[src/rtl/serial_pkg.sv]
// Shared serial-peripheral definitions.
// Used by the transmit engine and intended for reuse by the receive path.
//   tx_state_t : transmit FSM state encoding
//   FRAME_BITS : bits per 8N1 frame (start + data + stop)
//   DATA_BITS  : data bits per character
package serial_pkg;

    typedef enum logic [1:0] {
        IDLE  = 2'd0,
        START = 2'd1,
        DATA  = 2'd2,
        STOP  = 2'd3
    } tx_state_t;

    localparam int FRAME_BITS = 10;
    localparam int DATA_BITS  = 8;

endpackage

[src/rtl/tx_fifo.sv]
// Circular transmit FIFO with an occupancy counter and a sticky overrun flag.
//   clk, reset : clock, synchronous active-high reset (flushes contents)
//   push, din  : enqueue strobe and byte
//   pop, dout  : dequeue strobe and head-of-queue byte (dout is combinational)
//   clr_err    : clears overrun; a same-cycle new overrun wins
//   full       : count == DEPTH
//   count      : occupancy 0..DEPTH
//   overrun    : set by a push while full with no same-cycle pop
module tx_fifo #(
    parameter int DEPTH  = 4,
    parameter int DATA_W = 8
) (
    input  logic                     clk,
    input  logic                     reset,
    input  logic                     push,
    input  logic [DATA_W-1:0]        din,
    input  logic                     pop,
    output logic [DATA_W-1:0]        dout,
    input  logic                     clr_err,
    output logic                     full,
    output logic [$clog2(DEPTH):0]   count,
    output logic                     overrun
);

    localparam int AW = $clog2(DEPTH);
    localparam int CW = AW + 1;

    logic [DATA_W-1:0] mem [DEPTH];
    logic [AW-1:0]     wptr;
    logic [AW-1:0]     rptr;
    logic              push_ok;

    assign full    = (count == CW'(DEPTH));
    // A pop on the same edge frees the slot, so a push while full still lands.
    assign push_ok = push && (!full || pop);
    assign dout    = mem[rptr];

    always_ff @(posedge clk) begin
        if (push_ok)
            mem[wptr] <= din;
    end

    always_ff @(posedge clk) begin
        if (reset) begin
            wptr    <= '0;
            rptr    <= '0;
            count   <= '0;
            overrun <= 1'b0;
        end else begin
            // Pointers wrap naturally because DEPTH is a power of two.
            if (push_ok)
                wptr <= wptr + 1'b1;
            if (pop)
                rptr <= rptr + 1'b1;

            case ({push_ok, pop})
                2'b10:   count <= count + 1'b1;
                2'b01:   count <= count - 1'b1;
                default: count <= count;
            endcase

            if (push && !push_ok)
                overrun <= 1'b1;
            else if (clr_err)
                overrun <= 1'b0;
        end
    end

endmodule

[src/rtl/serial_transmitter.sv]
// 8N1 serial transmit engine: FIFO-buffered bytes are framed as
// start(0), 8 data bits LSB first, stop(1); each bit lasts BAUD+1 CLK cycles.
//   CLK, RESET : clock, synchronous active-high reset
//   ENABLE     : allows new frames to start (a running frame always completes)
//   BAUD       : bit period minus one, latched at frame start
//   LOAD       : write strobe enqueueing DATA_IN
//   CLR_ERR    : clears OVERRUN
//   TX         : registered serial line, idle high
//   BUSY       : frame in progress
//   TX_EMPTY   : FIFO empty and no frame in progress
//   FULL, COUNT, OVERRUN : FIFO status
module serial_transmitter
    import serial_pkg::*;
#(
    parameter int DEPTH  = 4,
    parameter int DATA_W = DATA_BITS
) (
    input  logic                   CLK,
    input  logic                   RESET,
    input  logic                   ENABLE,
    input  logic [7:0]             BAUD,
    input  logic                   LOAD,
    input  logic [DATA_W-1:0]      DATA_IN,
    input  logic                   CLR_ERR,
    output logic                   TX,
    output logic                   BUSY,
    output logic                   TX_EMPTY,
    output logic                   FULL,
    output logic [$clog2(DEPTH):0] COUNT,
    output logic                   OVERRUN
);

    localparam int              IW       = $clog2(DATA_W);
    localparam logic [IW-1:0]   LAST_IDX = IW'(DATA_W - 1);

    tx_state_t         state;
    tx_state_t         state_nx;
    logic [DATA_W-1:0] shift;
    logic [DATA_W-1:0] fifo_dout;
    logic [7:0]        bit_period;
    logic [7:0]        baud_cnt;
    logic [IW-1:0]     bit_idx;
    logic              period_end;
    logic              have_data;
    logic              pop;

    tx_fifo #(
        .DEPTH  (DEPTH),
        .DATA_W (DATA_W)
    ) u_fifo (
        .clk     (CLK),
        .reset   (RESET),
        .push    (LOAD),
        .din     (DATA_IN),
        .pop     (pop),
        .dout    (fifo_dout),
        .clr_err (CLR_ERR),
        .full    (FULL),
        .count   (COUNT),
        .overrun (OVERRUN)
    );

    assign have_data  = ENABLE && (COUNT != '0);
    assign period_end = (baud_cnt == bit_period);

    // State register
    always_ff @(posedge CLK) begin
        if (RESET)
            state <= IDLE;
        else
            state <= state_nx;
    end

    // Next state; pop marks the edge where a new frame is loaded
    always_comb begin
        state_nx = state;
        pop      = 1'b0;
        case (state)
            IDLE: begin
                if (have_data) begin
                    state_nx = START;
                    pop      = 1'b1;
                end
            end
            START: begin
                if (period_end)
                    state_nx = DATA;
            end
            DATA: begin
                if (period_end && bit_idx == LAST_IDX)
                    state_nx = STOP;
            end
            STOP: begin
                if (period_end) begin
                    // Back-to-back frames: next start bit follows the stop bit directly.
                    if (have_data) begin
                        state_nx = START;
                        pop      = 1'b1;
                    end else begin
                        state_nx = IDLE;
                    end
                end
            end
            default: state_nx = IDLE;
        endcase
    end

    // Status outputs
    always_comb begin
        BUSY     = (state != IDLE);
        TX_EMPTY = (state == IDLE) && (COUNT == '0);
    end

    // Bit timing, shift register and the registered line
    always_ff @(posedge CLK) begin
        if (RESET) begin
            TX         <= 1'b1;
            shift      <= '0;
            bit_period <= '0;
            baud_cnt   <= '0;
            bit_idx    <= '0;
        end else if (pop) begin
            shift      <= fifo_dout;
            bit_period <= BAUD;      // later BAUD writes wait for the next frame
            baud_cnt   <= '0;
            TX         <= 1'b0;
        end else if (state != IDLE) begin
            if (!period_end) begin
                baud_cnt <= baud_cnt + 1'b1;
            end else begin
                baud_cnt <= '0;
                case (state)
                    START: begin
                        TX      <= shift[0];
                        bit_idx <= '0;
                    end
                    DATA: begin
                        shift   <= shift >> 1;
                        bit_idx <= bit_idx + 1'b1;
                        TX      <= (bit_idx == LAST_IDX) ? 1'b1 : shift[1];
                    end
                    default: TX <= 1'b1;   // stop bit ended with nothing to send
                endcase
            end
        end
    end

endmodule

[config.mk]
export PLATFORM = sky130hd
export DESIGN_NAME = serial_transmitter
export DESIGN_NICKNAME = d
export VERILOG_FILES = /design/src/rtl/serial_pkg.sv /design/src/rtl/tx_fifo.sv /design/src/rtl/serial_transmitter.sv
export SDC_FILE = /design/constraint.sdc
export NUM_CORES = 1
export LEC_CHECK = 0
export CORE_MARGIN = 1.5
export CORE_UTILIZATION = 62
export DETAILED_ROUTE_END_ITERATION = 6
export PLACE_DENSITY = 0.85
export SYNTH_ARGS = -nofsm -noshare
export SYNTH_HDL_FRONTEND = slang
export SYNTH_HIERARCHICAL = 1
export SYNTH_SLANG_ARGS = --single-unit
export TNS_END_PERCENT = 50
[constraint.sdc]
create_clock -name CLK -period 7.53 [get_ports CLK]
set_input_delay 1.506 -clock CLK [delete_from_list [all_inputs] [get_ports CLK]]
set_output_delay 1.506 -clock CLK [all_outputs]
set_load 0.01 [all_outputs]
==> impl_metrics.py <==
metrics = {
    "placed_design": {
        "port_buffers": 28,
        "post_dp_cell_area_sq_mm": 0.003757,
        "post-dp-hpwl_um": 4450,
        "place_congestion": 0.8039,
    },
    "global_routing": {
        "grt_usage": 0.2319,
        "overflow": 0,
        "grt_max_degree": 30,
        "antenna_found_initial": 0,
        "grt_pass1_wl_um": 10560,
        "grt_pass1_vias": 2239,
    },
    "power_and_ir_drop": {
        "vdd_drop_max_mv": 0.1862,
        "pwr_density_cell_mw_per_mm2": 360.8,
        "leakage_nw": 1.479,
        "total_power_w": 0.001426,
    },
    "finish": {
        "design_area_sq_mm": 0.003951,
        "multiInputGateArea_sq_mm": 0.001573,
        "regArea_sq_mm": 0.001762,
        "synthToLayoutAreaGrowth_pct": 14.05,
        "nFillCells": 383,
        "drive_above_1_share": 0.09172,
        "antenna_cells": 0,
        "final_nets": 367,
    },
    "synth": {
        "synth_area_sq_mm": 0.003465,
        "yosysWarnings": 6,
        "synth_enable_flop_cells": 32,
        "synthFlopType": "dfxtp_1",
        "ys_ff_latch": 72,
        "ys_seq_area_frac": 0.5085,
        "ys_top_cells_by_area": "edfxtp_1 28%, dfxtp_1 23%, mux2i_1 5.8%, mux4_2 5.2%, nor2_1 5.1%",
        "synth_top_area_frac": 0.2774,
        "avgSynthCellArea_sq_um": 11.29,
        "synth_fp_nets": 340,
        "ys_types": 52,
        "synth_top_area_cell": "edfxtp_1",
        "synthCells": 307,
        "async_reset_ff_frac": 0,
    },
    "detailed_routing": {
        "wl_um": 6274,
        "final_antenna_net_count": 0,
        "drtIter0Drc": 225,
        "viasPerCell": 5.676,
        "first_pass_iters": 4,
        "via_count": 2327,
        "wl_per_cell_um": 15.30,
        "post-route-drc-count": 0,
    },
    "floorplanning": {
        "dieArea_sq_mm": 0.006046,
        "initial_core_util": 0.6370,
        "die_h_um": 77.76,
        "coreArea_sq_mm": 0.005439,
        "rows": 27,
        "die_w_um": 77.76,
        "ios": 29,
    },
    "timing": {
        "fmax_mhz": 237.3,
        "tightest_slew_ns": 0.9011,
        "hold_violations": 0,
        "setup_violations": 0,
        "fin_tns_setup_ns": 0,
        "fin_crit_ns": 4.214,
        "finClkSkew_ns": 0.01052,
        "slew_headroom": 0.3947,
        "finalMaxSlewViolations": 0,
        "final.period_utilization": 0.5596,
        "rsz0062_at_grt": "no",
    },
    "clocking": {
        "postCtsSetupRepairBufs": 0,
        "clk_latency_ns": 0.36,
        "cts_hold_buf": 0,
        "tritoncts": "yes",
        "cts_buffer_depth": 2,
        "cts_buffers": 9,
        "cts.sinks": 72,
        "htree_levels": 3,
        "root_buffer": "clkbuf_8",
        "clkSlewWorstSetupHoldPaths_ns": 0.08,
        "cts_resized": 0,
    },
    "flow_run": {
        "cap_viol_max_count": 0,
    },
    "critical_path": {
        "worstPathRequired_ns": 7.82,
        "cp_top_family": "simple AND/OR/NAND/NOR gates",
        "worst_setup_path_start_kind": "input pin",
        "cp_cell_sequence": "clkdlybuf4s50_1, and2b_1, nand3_1, o31a_2, inv_1, nand2b_1, fa_1, or3b_1, a31oi_1, a21boi_1",
        "crit_type": "input pin to register",
        "cp_num_buf_inv": 2,
        "cp-end-kind": "register",
        "cp.arrival_ns": 4.50,
        "critPathMaxFanout": 11,
        "worst_path_largest_cell_delay_ns": 0.56,
        "cp_slowest_cell": "clkdlybuf4s50_1",
    },
    "hold_path": {
        "min_path_type": "register to register",
    },
    "run_status": {
        "status": "completed",
    },
}
Yosys cell counts, types with 6 or more instances:
| cell type | instances |
|---|---|
| inv_1 | 11 |
| nand2_1 | 6 |
| nand2b_1 | 12 |
| xnor2_1 | 14 |
| mux2i_1 | 20 |
| nor3_1 | 9 |
| ha_1 | 11 |
| and2_1 | 7 |
| nor4_1 | 12 |
| mux4_2 | 8 |
| dfxtp_1 | 40 |
| nor2_1 | 47 |
| a21oi_1 | 11 |
| edfxtp_1 | 32 |
stage by stage:
stage,setup slack [ns],hold slack [ns],cells,util
floorplan,3.808,0.4646,307,-
global placement,3.056,0.4785,395,0.6908
detailed placement,2.968,0.4869,395,0.6908
CTS,3.328,0.5078,410,0.7265
global route,3.168,0.5342,410,0.7265
finish,3.316,0.5075,410,0.7265
placed cells by master (no fill, tap or decap), types with 4 or more instances in the layout:
master	Yosys	layout
clkdlybuf4s50_1	0	28
inv_1	11	11
nand2_1	6	6
nor3_1	9	9
and2_1	7	7
nand2b_1	12	12
nor4_1	12	12
nor2_1	47	47
nand3_1	4	4
ha_1	11	11
mux4_2	8	8
a21oi_1	11	11
edfxtp_1	32	32
xnor2_1	14	14
dfxtp_1	40	40
clkbuf_8	0	9
mux2i_1	20	20
area by class of cell:
type                    count  share of cell area
flip-flops and latches     72              0.4459
clock inverters             6             0.01773
inverters                  12             0.01140
well taps                  72             0.02280
clock buffers               9             0.03135
multi-input cells         210              0.3980
repair buffers             29             0.07283
where the power goes:
group	leakage, nW	internal [W]	switching [W]
combinational	0.773	0.000259	0.000322
clock	0.0879	0.000152	0.000151
sequential	0.619	0.000482	0.0000584
tightest hold or removal path, cell delays in order (launching register included):
cell and delay (ns):
dfxtp_1 0.31, o211ai_1 0.08, a21oi_1 0.07
per-layer routing:
layer | global-route usage | part of all wire
met4 | 0.1218 | 0.022
met5 | 0 | 0
met3 | 0.05647 | 0.050
met1 | 0.2920 | 0.45
met2 | 0.3696 | 0.48
kinds of logic after synthesis:
| group | Yosys count | share of synthesized area |
|---|---|---|
| flops | 72 | 0.5085 |
| fa+ha+maj | 12 | 0.04550 |
| mux | 30 | 0.1163 |
| buf+inv | 25 | 0.03756 |
| xor+xnor | 16 | 0.04045 |
| simple gates | 122 | 0.1918 |
| compound gates | 30 | 0.05995 |
registers in the layout, summed over array words and instances, names as in the netlist, named ones only:
register and count:
bit_idx 3, u_fifo/overrun 1, u_fifo/rptr 2, bit_period 8, shift 8, u_fifo/wptr 2
u_fifo/mem 32, u_fifo/count 3, TX 1, baud_cnt 8, state 2
path summary, 6_finish.rpt:
check                           slack (ns)               to  cells after the start     start
worst max-delay path                  3.32  u_fifo/count[2]                     10    ENABLE
worst min-delay path                  0.51         shift[7]                      2  shift[7]
worst max register to register        4.14  u_fifo/count[2]                     11  state[0]
worst min register to register        0.51         shift[7]                      2  shift[7]
No activity file was read; power rests on OpenSTA's default activity.
==> variant 1: new RTL, same settings <==
Add an input register stage for `BAUD`; this delays it by one clock. The other inputs are not delayed to match. Comments in the files are not updated.
--- a/src/rtl/serial_transmitter.sv
+++ b/src/rtl/serial_transmitter.sv
@@ -33,4 +33,10 @@
     localparam int              IW       = $clog2(DATA_W);
     localparam logic [IW-1:0]   LAST_IDX = IW'(DATA_W - 1);
+
+    logic [7:0] BAUD_q;
+
+    always_ff @(posedge CLK) begin
+        BAUD_q <= BAUD;
+    end
 
     tx_state_t         state;
@@ -122,5 +128,5 @@
         end else if (pop) begin
             shift      <= fifo_dout;
-            bit_period <= BAUD;      // later BAUD writes wait for the next frame
+            bit_period <= BAUD_q;      // later BAUD writes wait for the next frame
             baud_cnt   <= '0;
             TX         <= 1'b0;
Check against the original RTL: not equivalent (a bounded check fails within 4 cycles, from zero or initial values and one cycle with RESET high).
==> variant 1 against the original RTL <==
- routed wire length is 2.4% lower
- register-to-register slack gained 0.03 ns
- first-iteration DRC count fell by 31%
- clock skew is essentially flat
- setup slack improved by 0.11 ns
- total power about the same
- design area is 1.0% higher
- critical path type unchanged
- sequential cell count rose by 8
- synthesized area grew 0.18%
- sequential share of layout area increased by 3.6 points
- global-route usage is 0.12 points lower
==> variant 1: results (changes against the original RTL) <==
Place:
- The estimated wirelength of the detail-placed design is 4.194 mm (-5.7%).
- The final weighted congestion of routability-driven global placement is 0.8078 (+0.49%).

Min path:
- The path with the worst hold slack has its endpoint at bit_period[6]$_SDFFE_PP0P_.
- The start point of the worst hold path is BAUD_q[6]$_DFF_P_.

Synth:
- The net count of the mapped netlist is 321 (-5.6%).
- Counting instances in the post-synthesis netlist gives the leading cell types as 48 x sky130_fd_sc_hd__dfxtp_1, 32 x sky130_fd_sc_hd__edfxtp_1, 18 x sky130_fd_sc_hd__nor2_1, 15 x sky130_fd_sc_hd__a21oi_1.
- The proportion of synthesized chip area in sequential cells is 55.37% (+4.5 points).
- By instance count, the leading cell after synthesis is sky130_fd_sc_hd__dfxtp_1.
- Sorting the synthesized cells by area gives the leading types as sky130_fd_sc_hd__dfxtp_1 28%, sky130_fd_sc_hd__edfxtp_1 28%, sky130_fd_sc_hd__mux4_2 5.2%.

Power:
- The design internal power came to 925.1 uW (+3.5%).
- The cell leakage power is 0.001390 uW (-6.0%).
- The maximum VDD drop is 269.2 uV (+45%).
- The clock-net power is 332 uW (+9.6%).
- The portion of total power attributed to sequential cells is 41.1% (+3.2 points).

Setup path:
- The critical-path maximum fanout is 12 (+1).
- The delay contributed by the slowest stage of the critical path is 0.53 ns (-0.03 ns).
- The logic depth of the worst register-to-register path is 10 (-1).
- In this run the critical register-to-register path is launched from state[1]$_SDFFE_PP0P_.
- The data arrival at the endpoint of the critical path is 4.40 ns (-0.10 ns).

Final layout:
- The fraction of final layout cells sized beyond drive strength 1 was 11.29% (+2.1 points).
- The final net count came to 348 (-5.2%).

STA:
- The post-route worst hold slack is 0.4583 ns (-0.04915 ns).
- The transition at the pin with the smallest max-transition slack is 0.5476 ns (-0.3534 ns).
- The setup clock skew after layout came to 0.01027 ns (-0.0002464 ns).

Global routing:
- The met3 usage is 4.118% (-1.5 points).
- The maximum number of pins on one net before global-route repair is 39 (+30%).
- The wire length of the first global-routing pass is 10.81 mm (+2.4%).
- The met1 demand-to-capacity share in global routing came to 29.39% (+0.19 points).
- The overall global routing resource usage came to 23.07% (-0.12 points).

Detailed routing:
- The first-iteration detailed-routing DRC count is 155 (-31%).
- The number of vias after detailed routing came to 2,240 (-3.7%).
- The average wire per cell in the routed design is 15.67 um (+2.4%).
- The detailed route wirelength on metal2 is 3.128 mm (+3.9%).
- The total routed wire length on the met1 layer is 2.721 mm (-3.3%).
- The sum of met3 wire segment lengths after detailed routing is 183 um (-41%).

Outcome:
- The run finished with clean final reports.
==> variant 1: cell types whose count changed after synthesis, moves of 7 or more <==
| cell | before | now |
|---|---|---|
| sky130_fd_sc_hd__nor4_1 | 12 | 0 |
| sky130_fd_sc_hd__o21ai_0 | 2 | 11 |
| sky130_fd_sc_hd__dfxtp_1 | 40 | 48 |
| sky130_fd_sc_hd__mux2i_1 | 20 | 11 |
| sky130_fd_sc_hd__nor2_1 | 47 | 18 |
| sky130_fd_sc_hd__nand3_1 | 4 | 13 |
| sky130_fd_sc_hd__a211oi_1 | 0 | 7 |
==> variant 1: worst max-delay path, delay by kind of cell <==
family	cells	cell delay, ns
and+or+nand+nor	4	1.33
buffers and inverters	2	0.86
adders and majority gates	1	0.40
AOI/OAI and AO/OA	2	0.31
==> variant 1: stage by stage <==
stage                     utilization (%)  setup slack, ns  std cells  cell area (um^2)  total power (uW)
after floorplan                         -            4.271        287              3471             962.0
after global placement              69.50            3.198        375              3780              1072
after detailed placement            69.50            3.112        375              3780              1090
after CTS                           73.41            3.478        391              3993              1427
after global routing                73.41            3.275        391              3993              1513
final                               73.41            3.424        391              3993              1426
==> variant 1: cell families after synthesis <==
family / Yosys count / share of synthesized area (%)
AOI/OAI and AO/OA: 52 / 10.09
xor gates and xnor gates: 15 / 3.785
adders and majority gates: 13 / 4.903
buffers and inverters: 25 / 3.280
DFF: 80 / 55.37
muxes: 21 / 9.012
and+or+nand+nor: 81 / 13.55
==> variant 1: layout make-up <==
type | instances | area [um^2]
inverter | 12 | 45.04
multi-input combinational | 182 | 1435
sequential | 80 | 1922
fill | 365 | 1446
clock inverter | 5 | 60.06
timing repair buffer | 29 | 287.8
tap | 72 | 90.09
clock buffer | 11 | 152.6
==> variant 2: new RTL, config.mk and constraints unchanged <==
Without the edit above. `DEPTH` is set to 4 in 2 places; all go to 8.
--- a/src/rtl/tx_fifo.sv
+++ b/src/rtl/tx_fifo.sv
@@ -8,5 +8,5 @@
 //   overrun    : set by a push while full with no same-cycle pop
 module tx_fifo #(
-    parameter int DEPTH  = 4,
+    parameter int DEPTH  = 8,
     parameter int DATA_W = 8
 ) (
--- a/src/rtl/serial_transmitter.sv
+++ b/src/rtl/serial_transmitter.sv
@@ -13,5 +13,5 @@
     import serial_pkg::*;
 #(
-    parameter int DEPTH  = 4,
+    parameter int DEPTH  = 8,
     parameter int DATA_W = DATA_BITS
 ) (
Interface: changed (resized COUNT); port bits go from 29 to 30. The function was not compared with the original's and may differ.
==> variant 2 against the original RTL <==
- total power is 16% higher
- synthesized area is 34% higher
- routed wire length is 41% higher
- sequential cell count is 36 higher
- synthesized cell count is 13% higher
- design area is 31% higher
- count of clock-buffer cells in the layout stayed put
- global-route usage is 0.56 points higher
- setup slack worse by 0.52 ns
- critical path type unchanged
==> variant 2: results (changes against the original RTL) <==
Outcome:
- The run finished with clean final reports.

Synth:
- The number of distinct library cells after synthesis was 49 (-5.8%).
- By area the synthesized netlist is led by sky130_fd_sc_hd__edfxtp_1 41%, sky130_fd_sc_hd__dfxtp_1 19%, sky130_fd_sc_hd__mux4_2 7.7%.
- The per-instance average area after synthesis was 13.42 um^2 (+19%).
- The net count of the mapped netlist is 380 (+12%).
- The proportion of synthesized chip area in sequential cells was 60.17% (+9.3 points).
- Ranked by instance count, the synthesized netlist is headed by 64 x sky130_fd_sc_hd__edfxtp_1, 44 x sky130_fd_sc_hd__dfxtp_1, 25 x sky130_fd_sc_hd__a21oi_1, 24 x sky130_fd_sc_hd__nor2_1, 19 x sky130_fd_sc_hd__nand3_1.
- The compound-cell area share of the yosys netlist is 8.004% (+2.0 points).
- The arithmetic-cell share of the synthesized area counting full adders, half adders and majority gates is 3.384% (-1.2 points).
- The multiplexer share of the synthesized area is 12.49% (+0.86 points).
- The number of enable flip-flop cells after synthesis is 64 (+100%).

Place:
- The final weighted congestion of routability-driven global placement is 0.8076 (+0.46%).
- The count of buffers inserted at the top-level ports came to 29 (+3.6%).
- The estimated wirelength of the detail-placed design is 6.140 mm (+38%).
- The worst-case setup slack after placement was 2.459 ns (-0.5095 ns).
- The post-placement cell area was 0.004987 mm^2 (+33%).

Power:
- The maximum VDD drop came to 220.7 uV (+19%).
- The design internal power is 1092 uW (+22%).
- The cell leakage power is 0.001725 uW (+17%).

Detailed routing:
- The via density per instance is 6.084 (+7.2%).
- The average wire per cell in the routed design is 18.64 um (+22%).
- The first-iteration detailed-routing DRC count is 352 (+56%).

Global routing:
- The number of global-route vias before repair is 2,764 (+23%).
- The wire length of the first global-routing pass came to 13.80 mm (+31%).
- The overall global routing resource usage was 23.75% (+0.56 points).

Setup path:
- The logic depth of the worst register-to-register path is 8 (-3).
- The data arrival at the endpoint of the critical path came to 4.72 ns (+0.22 ns).

Final layout:
- The fraction of final layout cells sized beyond drive strength 1 is 13.53% (+4.4 points).

CTS:
- The clock input transition at the sequential cells of the worst setup and hold paths is 0.10 ns (+0.02 ns).
-- variant 2: cell types whose count changed in the layout (fill, tap and decap cells not counted), moves of 5 or more --
cell,change
sky130_fd_sc_hd__mux2_2,+8
sky130_fd_sc_hd__nor4_1,-11
sky130_fd_sc_hd__mux4_2,+8
sky130_fd_sc_hd__o31ai_1,+5
sky130_fd_sc_hd__and2_1,-6
sky130_fd_sc_hd__o21ai_0,+9
sky130_fd_sc_hd__nor2_1,-23
sky130_fd_sc_hd__nand3_1,+15
sky130_fd_sc_hd__mux2i_1,-8
sky130_fd_sc_hd__edfxtp_1,+32
sky130_fd_sc_hd__a21oi_1,+14
-- variant 2: worst paths after layout --
check / from / end / slack, ns
min reg2reg: bit_idx[1]$_SDFFE_PP0P_ / bit_idx[1]$_SDFFE_PP0P_ / 0.48
max reg2reg: state[0]$_SDFFE_PP0P_ / u_fifo/mem[0][0]$_DFFE_PP_ / 3.62
max: ENABLE / u_fifo/mem[0][0]$_DFFE_PP_ / 2.80
min: bit_idx[1]$_SDFFE_PP0P_ / bit_idx[1]$_SDFFE_PP0P_ / 0.48
-- variant 2: cells by family (layout without fill, tap and decap cells) --
group / Yosys count / count (layout)
flip-flops: 108 / 108
AND/OR/NAND/NOR: 84 / 84
buffers and inverters: 27 / 57
AO/OA/AOI/OAI: 60 / 60
multiplexers: 37 / 37
XOR/XNOR: 19 / 19
adder cells (fa/ha/maj): 12 / 12
-- variant 2: cell type report --
type / count / area [um^2]
Multi-Input combinational cell: 212 / 1717
Inverter: 11 / 46.29
Tap cell: 99 / 123.9
Timing Repair Buffer: 30 / 297.8
Clock inverter: 7 / 76.32
Clock buffer: 9 / 123.9
Fill cell: 482 / 2066
Sequential cell: 108 / 2803
-- variant 2: layer usage --
layer	GRT usage (%)	vias to the layer above	share of wire (%)
li1	-	1346	-
met1	32.65	1425	44
met2	38.06	115	48
met3	5.667	10	6.8
met4	7.133	0	1.4
met5	0	-	0
-- variant 2: power by group through the flow --
| stage | Clock, uW | Sequential, uW | Combinational [uW] |
|---|---|---|---|
| finish | 350 | 764 | 541 |
| CTS | 357 | 763 | 535 |
| global placement | 0 | 773 | 510 |
| detailed placement | 0 | 776 | 530 |
| global route | 380 | 774 | 591 |
| floorplan | 0 | 750 | 414 |
-- variant 2: worst max-delay path, stage by stage --
cell	delay [ns]
sky130_fd_sc_hd__clkdlybuf4s50_1	0.48
sky130_fd_sc_hd__nand2b_1	0.09
sky130_fd_sc_hd__nor2_1	0.59
sky130_fd_sc_hd__nand2_1	0.37
sky130_fd_sc_hd__inv_1	0.37
sky130_fd_sc_hd__o21ai_2	0.13
sky130_fd_sc_hd__or2_2	0.35
sky130_fd_sc_hd__nor3_1	0.83
